<file path="config.mk">
export PLATFORM = sky130hd
export DESIGN_NAME = mips32_alu_arbiter
export DESIGN_NICKNAME = d
export VERILOG_FILES = /design/src/rtl/mips32_alu_arbiter.sv
export SDC_FILE = /design/constraint.sdc
export NUM_CORES = 1
export LEC_CHECK = 0
export ABC_AREA = 1
export CORE_MARGIN = 1.5
export CORE_UTILIZATION = 30
export DETAILED_ROUTE_END_ITERATION = 16
export PLACE_DENSITY = 0.69
export SYNTH_ARGS = -nofsm -noshare
export SYNTH_HDL_FRONTEND = slang
export SYNTH_SLANG_ARGS = --single-unit
</file>
<file path="constraint.sdc">
create_clock -name clk -period 1.35 [get_ports clk]
set_input_delay 0.135 -clock clk [delete_from_list [all_inputs] [get_ports clk]]
set_output_delay 0.135 -clock clk [all_outputs]
set_load 0.01 [all_outputs]
</file>
<file path="src/rtl/mips32_alu_arbiter.sv">
// mips32_alu_arbiter: round-robin front end that shares one combinational
// MIPS32 ALU between two requesters. S1 holds the decoded operation and
// drives the ALU; S2 captures the ALU result for the response port.
// Optional build macro ALU_ARB_PERF_EN adds saturating performance counters.

module mips32_alu_ctrl (
  input  logic [3:0] alu_op_i,
  output logic [2:0] alu_ctr_o,
  output logic       illegal_o
);
  // ALU_op -> ALU_ctr decode; 1100 and 1101 are unassigned and flagged illegal
  always_comb begin
    alu_ctr_o = 3'b000;
    illegal_o = 1'b0;
    case (alu_op_i)
      4'b0000: alu_ctr_o = 3'b000; // and
      4'b0001: alu_ctr_o = 3'b001; // or
      4'b0010: alu_ctr_o = 3'b010; // add
      4'b0011: alu_ctr_o = 3'b011; // xor
      4'b0100: alu_ctr_o = 3'b100; // sub
      4'b0101: alu_ctr_o = 3'b101; // sltu
      4'b0110: alu_ctr_o = 3'b110; // nor
      4'b0111: alu_ctr_o = 3'b111; // slt
      4'b1000: alu_ctr_o = 3'b010; // addi
      4'b1001: alu_ctr_o = 3'b100; // subi
      4'b1010: alu_ctr_o = 3'b111; // slti
      4'b1011: alu_ctr_o = 3'b101; // sltiu
      4'b1110: alu_ctr_o = 3'b000; // andi
      4'b1111: alu_ctr_o = 3'b001; // ori
      default: illegal_o = 1'b1;
    endcase
  end
endmodule

module mips32_alu_arbiter #(
  parameter int DATA_W = 32,
  parameter int ID_W   = 4
) (
  input  logic              clk,
  input  logic              rst_n,
  input  logic              req0_valid,
  output logic              req0_ready,
  input  logic [3:0]        req0_op,
  input  logic [DATA_W-1:0] req0_a,
  input  logic [DATA_W-1:0] req0_b,
  input  logic [ID_W-1:0]   req0_tag,
  input  logic              req1_valid,
  output logic              req1_ready,
  input  logic [3:0]        req1_op,
  input  logic [DATA_W-1:0] req1_a,
  input  logic [DATA_W-1:0] req1_b,
  input  logic [ID_W-1:0]   req1_tag,
  output logic [DATA_W-1:0] alu_a,
  output logic [DATA_W-1:0] alu_b,
  output logic [2:0]        alu_ctr,
  input  logic [DATA_W-1:0] alu_result,
  input  logic              alu_zero,
  input  logic              alu_overflow,
  output logic              rsp_valid,
  input  logic              rsp_ready,
  output logic              rsp_src,
  output logic [ID_W-1:0]   rsp_tag,
  output logic [DATA_W-1:0] rsp_result,
  output logic              rsp_zero,
  output logic              rsp_overflow,
  output logic              rsp_err
`ifdef ALU_ARB_PERF_EN
  ,
  output logic [15:0]       perf_req0_cnt,
  output logic [15:0]       perf_req1_cnt,
  output logic [15:0]       perf_stall_cnt
`endif
);

  logic              grant0, grant1, s1_adv, s1_free, accept;
  logic [3:0]        sel_op;
  logic [DATA_W-1:0] sel_a, sel_b;
  logic [ID_W-1:0]   sel_tag;
  logic [2:0]        dec_ctr;
  logic              dec_illegal;

  logic              last_grant_q, last_grant_d;
  logic              s1_valid_q, s1_valid_d, s1_err_q, s1_err_d, s1_src_q, s1_src_d;
  logic [DATA_W-1:0] s1_a_q, s1_a_d, s1_b_q, s1_b_d;
  logic [2:0]        s1_ctr_q, s1_ctr_d;
  logic [ID_W-1:0]   s1_tag_q, s1_tag_d;
  logic              s2_valid_q, s2_valid_d, s2_src_q, s2_src_d;
  logic              s2_zero_q, s2_zero_d, s2_ovf_q, s2_ovf_d, s2_err_q, s2_err_d;
  logic [DATA_W-1:0] s2_result_q, s2_result_d;
  logic [ID_W-1:0]   s2_tag_q, s2_tag_d;

  // Round-robin grant and handshake; readys are held low while in reset
  always_comb begin
    grant0     = req0_valid & (~req1_valid | last_grant_q);
    grant1     = req1_valid & (~req0_valid | ~last_grant_q);
    s1_adv     = ~s2_valid_q | rsp_ready;
    s1_free    = ~s1_valid_q | s1_adv;
    req0_ready = rst_n & s1_free & grant0;
    req1_ready = rst_n & s1_free & grant1;
    accept     = (req0_valid & req0_ready) | (req1_valid & req1_ready);
    sel_op     = grant1 ? req1_op  : req0_op;
    sel_a      = grant1 ? req1_a   : req0_a;
    sel_b      = grant1 ? req1_b   : req0_b;
    sel_tag    = grant1 ? req1_tag : req0_tag;
  end

  mips32_alu_ctrl u_ctrl (
    .alu_op_i  (sel_op),
    .alu_ctr_o (dec_ctr),
    .illegal_o (dec_illegal)
  );

  // Pipeline next state: S2 drain/refill, S1 advance, then new accept
  always_comb begin
    last_grant_d = last_grant_q;
    s1_valid_d   = s1_valid_q;
    s1_err_d     = s1_err_q;
    s1_src_d     = s1_src_q;
    s1_a_d       = s1_a_q;
    s1_b_d       = s1_b_q;
    s1_ctr_d     = s1_ctr_q;
    s1_tag_d     = s1_tag_q;
    s2_valid_d   = s2_valid_q;
    s2_src_d     = s2_src_q;
    s2_zero_d    = s2_zero_q;
    s2_ovf_d     = s2_ovf_q;
    s2_err_d     = s2_err_q;
    s2_result_d  = s2_result_q;
    s2_tag_d     = s2_tag_q;
    if (s1_valid_q & s1_adv) begin
      s2_valid_d  = 1'b1;
      s2_src_d    = s1_src_q;
      s2_tag_d    = s1_tag_q;
      s2_err_d    = s1_err_q;
      s2_result_d = s1_err_q ? '0 : alu_result;
      s2_zero_d   = ~s1_err_q & alu_zero;
      s2_ovf_d    = ~s1_err_q & alu_overflow;
    end else if (s2_valid_q & rsp_ready) begin
      s2_valid_d = 1'b0;
    end
    if (s1_adv) begin
      s1_valid_d = 1'b0;
    end
    if (accept) begin
      // Illegal ops park the ALU on zero operands so it sees a quiet input
      s1_valid_d   = 1'b1;
      s1_err_d     = dec_illegal;
      s1_src_d     = grant1;
      s1_tag_d     = sel_tag;
      s1_a_d       = dec_illegal ? '0 : sel_a;
      s1_b_d       = dec_illegal ? '0 : sel_b;
      s1_ctr_d     = dec_illegal ? 3'b000 : dec_ctr;
      last_grant_d = grant1;
    end
  end

  // State registers; last_grant resets to 1 so req0 wins the first contention
  always_ff @(posedge clk or negedge rst_n) begin
    if (!rst_n) begin
      last_grant_q <= 1'b1;
      s1_valid_q   <= 1'b0;
      s1_err_q     <= 1'b0;
      s1_src_q     <= 1'b0;
      s1_a_q       <= '0;
      s1_b_q       <= '0;
      s1_ctr_q     <= 3'b000;
      s1_tag_q     <= '0;
      s2_valid_q   <= 1'b0;
      s2_src_q     <= 1'b0;
      s2_zero_q    <= 1'b0;
      s2_ovf_q     <= 1'b0;
      s2_err_q     <= 1'b0;
      s2_result_q  <= '0;
      s2_tag_q     <= '0;
    end else begin
      last_grant_q <= last_grant_d;
      s1_valid_q   <= s1_valid_d;
      s1_err_q     <= s1_err_d;
      s1_src_q     <= s1_src_d;
      s1_a_q       <= s1_a_d;
      s1_b_q       <= s1_b_d;
      s1_ctr_q     <= s1_ctr_d;
      s1_tag_q     <= s1_tag_d;
      s2_valid_q   <= s2_valid_d;
      s2_src_q     <= s2_src_d;
      s2_zero_q    <= s2_zero_d;
      s2_ovf_q     <= s2_ovf_d;
      s2_err_q     <= s2_err_d;
      s2_result_q  <= s2_result_d;
      s2_tag_q     <= s2_tag_d;
    end
  end

  assign alu_a        = s1_a_q;
  assign alu_b        = s1_b_q;
  assign alu_ctr      = s1_ctr_q;
  assign rsp_valid    = s2_valid_q;
  assign rsp_src      = s2_src_q;
  assign rsp_tag      = s2_tag_q;
  assign rsp_result   = s2_result_q;
  assign rsp_zero     = s2_zero_q;
  assign rsp_overflow = s2_ovf_q;
  assign rsp_err      = s2_err_q;

`ifdef ALU_ARB_PERF_EN
  logic [15:0] perf0_q, perf0_d, perf1_q, perf1_d, perf_stall_q, perf_stall_d;

  // Saturating counters: accepts per requester and offered-but-stalled cycles
  always_comb begin
    perf0_d      = perf0_q;
    perf1_d      = perf1_q;
    perf_stall_d = perf_stall_q;
    if (req0_valid & req0_ready & (perf0_q != 16'hFFFF)) perf0_d = perf0_q + 16'd1;
    if (req1_valid & req1_ready & (perf1_q != 16'hFFFF)) perf1_d = perf1_q + 16'd1;
    if ((req0_valid | req1_valid) & ~accept & (perf_stall_q != 16'hFFFF))
      perf_stall_d = perf_stall_q + 16'd1;
  end

  // Counter registers
  always_ff @(posedge clk or negedge rst_n) begin
    if (!rst_n) begin
      perf0_q      <= '0;
      perf1_q      <= '0;
      perf_stall_q <= '0;
    end else begin
      perf0_q      <= perf0_d;
      perf1_q      <= perf1_d;
      perf_stall_q <= perf_stall_d;
    end
  end

  assign perf_req0_cnt  = perf0_q;
  assign perf_req1_cnt  = perf1_q;
  assign perf_stall_cnt = perf_stall_q;
`endif

endmodule

</file>
; ---- Word level (Yosys, flattened, before mapping)
; Index checks and enable logic that the tools add are counted.
[totals]
output_inout_bits = 110
input_bits = 183
register_bits = 116
[classes]
mux = 14
n_bitwise = 22
n_reduce_logical = 9
n_eq_ne = 13
[op_table]
columns = op, count
row1 = 32-bit two-way mux, 5
row2 = "4-bit equality test, second input constant", 6
row3 = 3-bit one-hot mux with 7 select lines, 1
row4 = "4-bit by 3-bit equality test with 1-bit output, second input constant", 4
row5 = 14-bit OR reduction, 1
row6 = 1-bit bitwise AND, 11
row7 = 2-bit OR reduction, 5
row8 = "4-bit by 2-bit equality test with 1-bit output, second input constant", 2
row9 = 4-bit two-way mux, 2
row10 = 1-bit NOT, 6
row11 = 1-bit two-way mux, 5
row12 = 1-bit OR, 5
row13 = "4-bit by 1-bit equality test with 1-bit output, second input constant", 1
row14 = 4-bit zero test, 1
row15 = 2-bit nonzero test, 2
row16 = 3-bit two-way mux, 1

; ---- Longest topological paths before layout
; Gate-level depths: netlist (run 1).
[logic_depth]
word_depth = 8
ltp_mapped = 9

; ---- By module
; Synthesis (run 1) repeated with hierarchy kept, for this count alone.
[unflattened]
hier_cells = 903
area_unflattened_um2 = 6239.7
[modules_own_cells]
columns = mod, cells_per_inst, n_inst, area_each_um2
row1 = mips32_alu_arbiter, 888, 1, 6170.9
row2 = mips32_alu_ctrl, 15, 1, 68.8

; ---- Worst setup path after synthesis (run 1)
; No wires, ideal clock.
[synth_path]
path_type = register to register
from = register last_grant_q
to = register s1_a_q[10] (netlist: alu_a[10])
setup_slack_ns = -0.096
t_arrival_ns = 1.329
stages_incl_launch_ff = 10
period_less_slack_ns = 1.446
cell_sequence = dfstp_2 nand2_2 nand2_2 nand2_1 nand2_1 nand3_2 buf_8 buf_12 nand3_2 nand2_1
[synth_via]
elab_chain_cells = 7
elab_cells_between_ends = 28
cone_classes = 13 x eq/ne / 3 x mux / 10 x bitwise / 2 x reduce/logical
[synth_rtl]
columns = item, line_no
row1 = start: declaration, 82  ; logic last_grant_q, last_grant_d;
row2 = start signal: assignment, 176  ; last_grant_q <= last_grant_d;
row3 = 1-bit NOT, 95  ; grant1 = req1_valid & (~req0_valid | ~last_grant_q);
row4 = 1-bit OR, 95
row5 = 1-bit bitwise AND, 95
row6 = 4-bit two-way mux, 101  ; sel_op = grant1 ? req1_op : req0_op;
row7 = "4-bit by 1-bit equality test with 1-bit output, or another cell as far along", 15  ; case (alu_op_i)
row8 = 14-bit OR reduction (no line), n/a
row9 = 32-bit two-way mux, 150  ; s1_a_d = dec_illegal ? '0 : sel_a;
row10 = end signal: assignment, 164  ; s1_a_q <= '0;
row11 = end signal: assignment, 180  ; s1_a_q <= s1_a_d;
row12 = end: declaration, 84  ; logic [DATA_W-1:0] s1_a_q, s1_a_d, s1_b_q, s1_b_d;
; Parallel ways exist; a longest one is shown, timed or not.
; A chain may end at the register's enable or synchronous reset.

; ---- Worst setup path in the final report (run 1)
[layout_path]
from = register last_grant_q
to = register s1_a_q[16] (netlist: alu_a[16])
; The elaborated chain is that of the path after synthesis.

==> results.json, run 1 <==
{
  "setup_violations": 76,
  "rsz0062_at_grt": "true",
  "first_pass_iters": 4,
  "finalHoldViolations": 0,
  "pre_cts_slack_ps": -389,
  "cp_cell_sequence": "nand2_4 -> buf_4 -> nand3b_1 -> nand2_4 -> nand3_4 -> clkbuf_16 -> clkbuf_16 -> nand3_2 -> nand2_1",
  "crit_family": "flip-flops",
  "nFillCells": 1768,
  "endpoint_kind": "flip-flop",
  "ys_ff_latch": 116,
  "synth_top_area_share": 0.492,
  "skew_ps": 10.6,
  "p_leak_nw": 5.29,
  "internal_power_w": 0.0100,
  "final_cell_mix": "nand2_1, clkdlybuf4s50_1, dfrtp_1",
  "clkLatencyLatePin_ps": 410,
  "synth_area_leaders": "dfrtp_1, nand2_1, nand3_2",
  "status": "complete, but fails checks",
  "cts.clk_slew.worst_paths_ps": 60,
  "clk_path_buf_depth": 2,
  "nets": 1201,
  "tightest_slew_ps": 622,
  "via_count": 5946,
  "min_period_ps": 1610,
  "setup_ws_ps": -263,
  "cp_slowest_cell": "dfstp_2",
  "netlist_area_um2": 5850,
  "hold_path.class": "input pin to flip-flop",
  "antenna_found_initial": 1,
  "wl_met3_um": 1600,
  "slowest_delay_ps": 550,
  "cts.htree.levels": 4,
  "dp_hpwl_um": 13400,
  "core_area_um2": 18900,
  "max_cap_viol_count": 0,
  "avgSynthCellArea_um2": 8.53,
  "synth_cell_types": 23,
  "startpoint_type": "flip-flop",
  "p_switching_w": 0.00460,
  "violations": "setup timing",
  "p_per_area_nw_per_um2": 1400,
  "final_antenna_net_count": 0,
  "slew_headroom": 0.585,
  "synth_nets": 869,
  "fp.dieH_um": 143,
  "worstPathArrival_ps": 1960,
  "synth_area_leader_cell": "dfrtp_1",
  "p_clk_frac": 0.318,
  "start_util": 0.310,
  "cts_inserted_buffers": 17,
  "place_inst": 1227,
  "grt_overflow": 0,
  "drc": 0,
  "yosys_warnings": 0,
  "track_usage": 0.191,
  "max_freq_ghz": 0.620,
  "period_share": 1.19,
  "cp.required_ps": 1700,
  "drtIter0Drc": 253,
  "rows": 50,
  "io_buffers": 292,
  "crit_fanout": 7,
  "synth_cells": 686,
  "p_comb_frac": 0.350,
  "via_per_inst": 4.60,
  "areaGrowthSynthToFinish_pct": 77.9,
  "cts_tree": "done",
  "cp.buffers_inverters": 3,
  "m1WireLength_um": 8710,
  "final_common_cell": "nand2_1",
  "wl_per_cell_um": 16.0,
  "clkSinkCount": 116,
  "root_buffer": "clkbuf_16",
  "top_layer": "met4",
  "dieWidth_um": 143,
  "wirelength_um": 20600,
  "grt_pass1_vias": 5648,
  "synth-seq-area-share": 0.496,
  "seqPwrFrac": 0.332,
  "sw_frac_of_total": 0.315,
  "die_area_um2": 20400,
  "wl_met2_um": 10100,
  "drive_gt1_frac": 0.185,
  "grt_max_degree": 117,
  "gp_congestion": 0.769,
  "grt_pass1_wl_um": 30100,
  "io_pins": 293,
  "critPathKind": "flip-flop to flip-flop",
  "fin_cells": 1292,
  "peakVddDrop_mv": 0.774,
  "slew_viol_final": 0
}
## timing repair
item                                   in CTS  in global routing
gates resized for setup                   137                 29
buffers inserted                            4                 12
cloned                                      2                 14
hold buffers                                1                  0
endpoints found under the hold margin     115                  0
pin swaps                                   2                 12
setup endpoints to repair                 191                106
## cell type report
type	count	area [µm²]	area share
Multi-Input combinational cell	503	2680	0.258
Sequential cell	116	2900	0.279
Clock buffer	19	443	0.0425
Antenna cell	1	2.50	0.000240
Clock inverter	13	170	0.0163
Timing Repair Buffer	366	3830	0.368
Tap cell	260	325	0.0312
Inverter	14	55.1	0.00529
## metal layers
metal,track usage,vias to the layer above
li1,-,2936
met1,0.229,2789
met2,0.327,205
met3,0.0661,16
met4,0.0472,0
met5,0,-
## path summary, 6_finish.rpt
kind | start | to | slack, ps | cells past startpoint
min reg2reg | alu_b[14] | alu_b[14] | 470 | 2
min | rst_n | s1_src_q | 130 | 3
max in group asynchronous | rst_n | alu_b[22] | 430 | 3
max reg2reg | last_grant_q | alu_a[16] | -260 | 9
max | last_grant_q | alu_a[16] | -260 | 9
min in group asynchronous | rst_n | alu_b[0] | 470 | 3
## worst min-delay path: stages
cell and delay [ps]:
buf_4 130, nand2_4 120, o22ai_1 100
## cell families (layout without fill, tap and decap cells)
kind of cell / count (synthesis) / count (layout) / synth area share
compound gates: 48 / 48 / 0.0650
other cells: 0 / 1 / 0
flops: 116 / 116 / 0.496
buf+inv: 67 / 412 / 0.0707
simple gates: 455 / 455 / 0.368
## synthesized netlist by cell type
cell      number
a21oi_4        1
buf_2         20
o22ai_1        1
nand3_2       51
buf_4          2
dfrtp_1      115
dfstp_2        1
buf_12         5
inv_1         13
buf_6          5
clkbuf_1      19
nor2_1         7
o21ai_0       10
a22o_1        34
nand2_1      302
nand3_1       89
inv_2          1
nand3b_1       2
a21oi_1        2
buf_1          1
buf_8          1
nand2_2        3
nor2_2         1
## through the flow
stage | hold slack, ps | area, µm² | setup TNS [ps] | utilization | power [W]
after global routing | 130 | 10400 | -23220 | 0.551 | 0.0155
after global placement | 326 | 9310 | -25730 | 0.493 | 0.0102
after CTS | 112 | 9940 | -13730 | 0.526 | 0.0145
after floorplan | -161 | 5870 | -3750 | - | 0.00706
after detailed placement | 325 | 9310 | -28270 | 0.493 | 0.0102
final | 130 | 10400 | -17050 | 0.551 | 0.0146
## power by group through the flow
stage          Sequential, W  Combinational [W]  Clock (W)
6_report             0.00486            0.00512    0.00465
3_3_place_gp         0.00492            0.00524          0
3_5_place_dp         0.00493            0.00527          0
5_1_grt              0.00497            0.00557    0.00496
4_1_cts              0.00486            0.00482    0.00479
2_1_floorplan        0.00533            0.00173          0
## flip-flops by register name (all words and copies together) (netlist names), 3 cells and up
register	count
rsp_tag	4
rsp_result	32
alu_ctr	3
s1_tag_q	4
alu_a	32
alu_b	32
No activity file was read; power rests on OpenSTA's default activity.
==> inputs of run 2 (changes only) <==
Settings changed: CTS_CLUSTER_SIZE from default to 40.
==> results of run 2 <==
Final layout, timing and power as in run 1 (identical DEF).
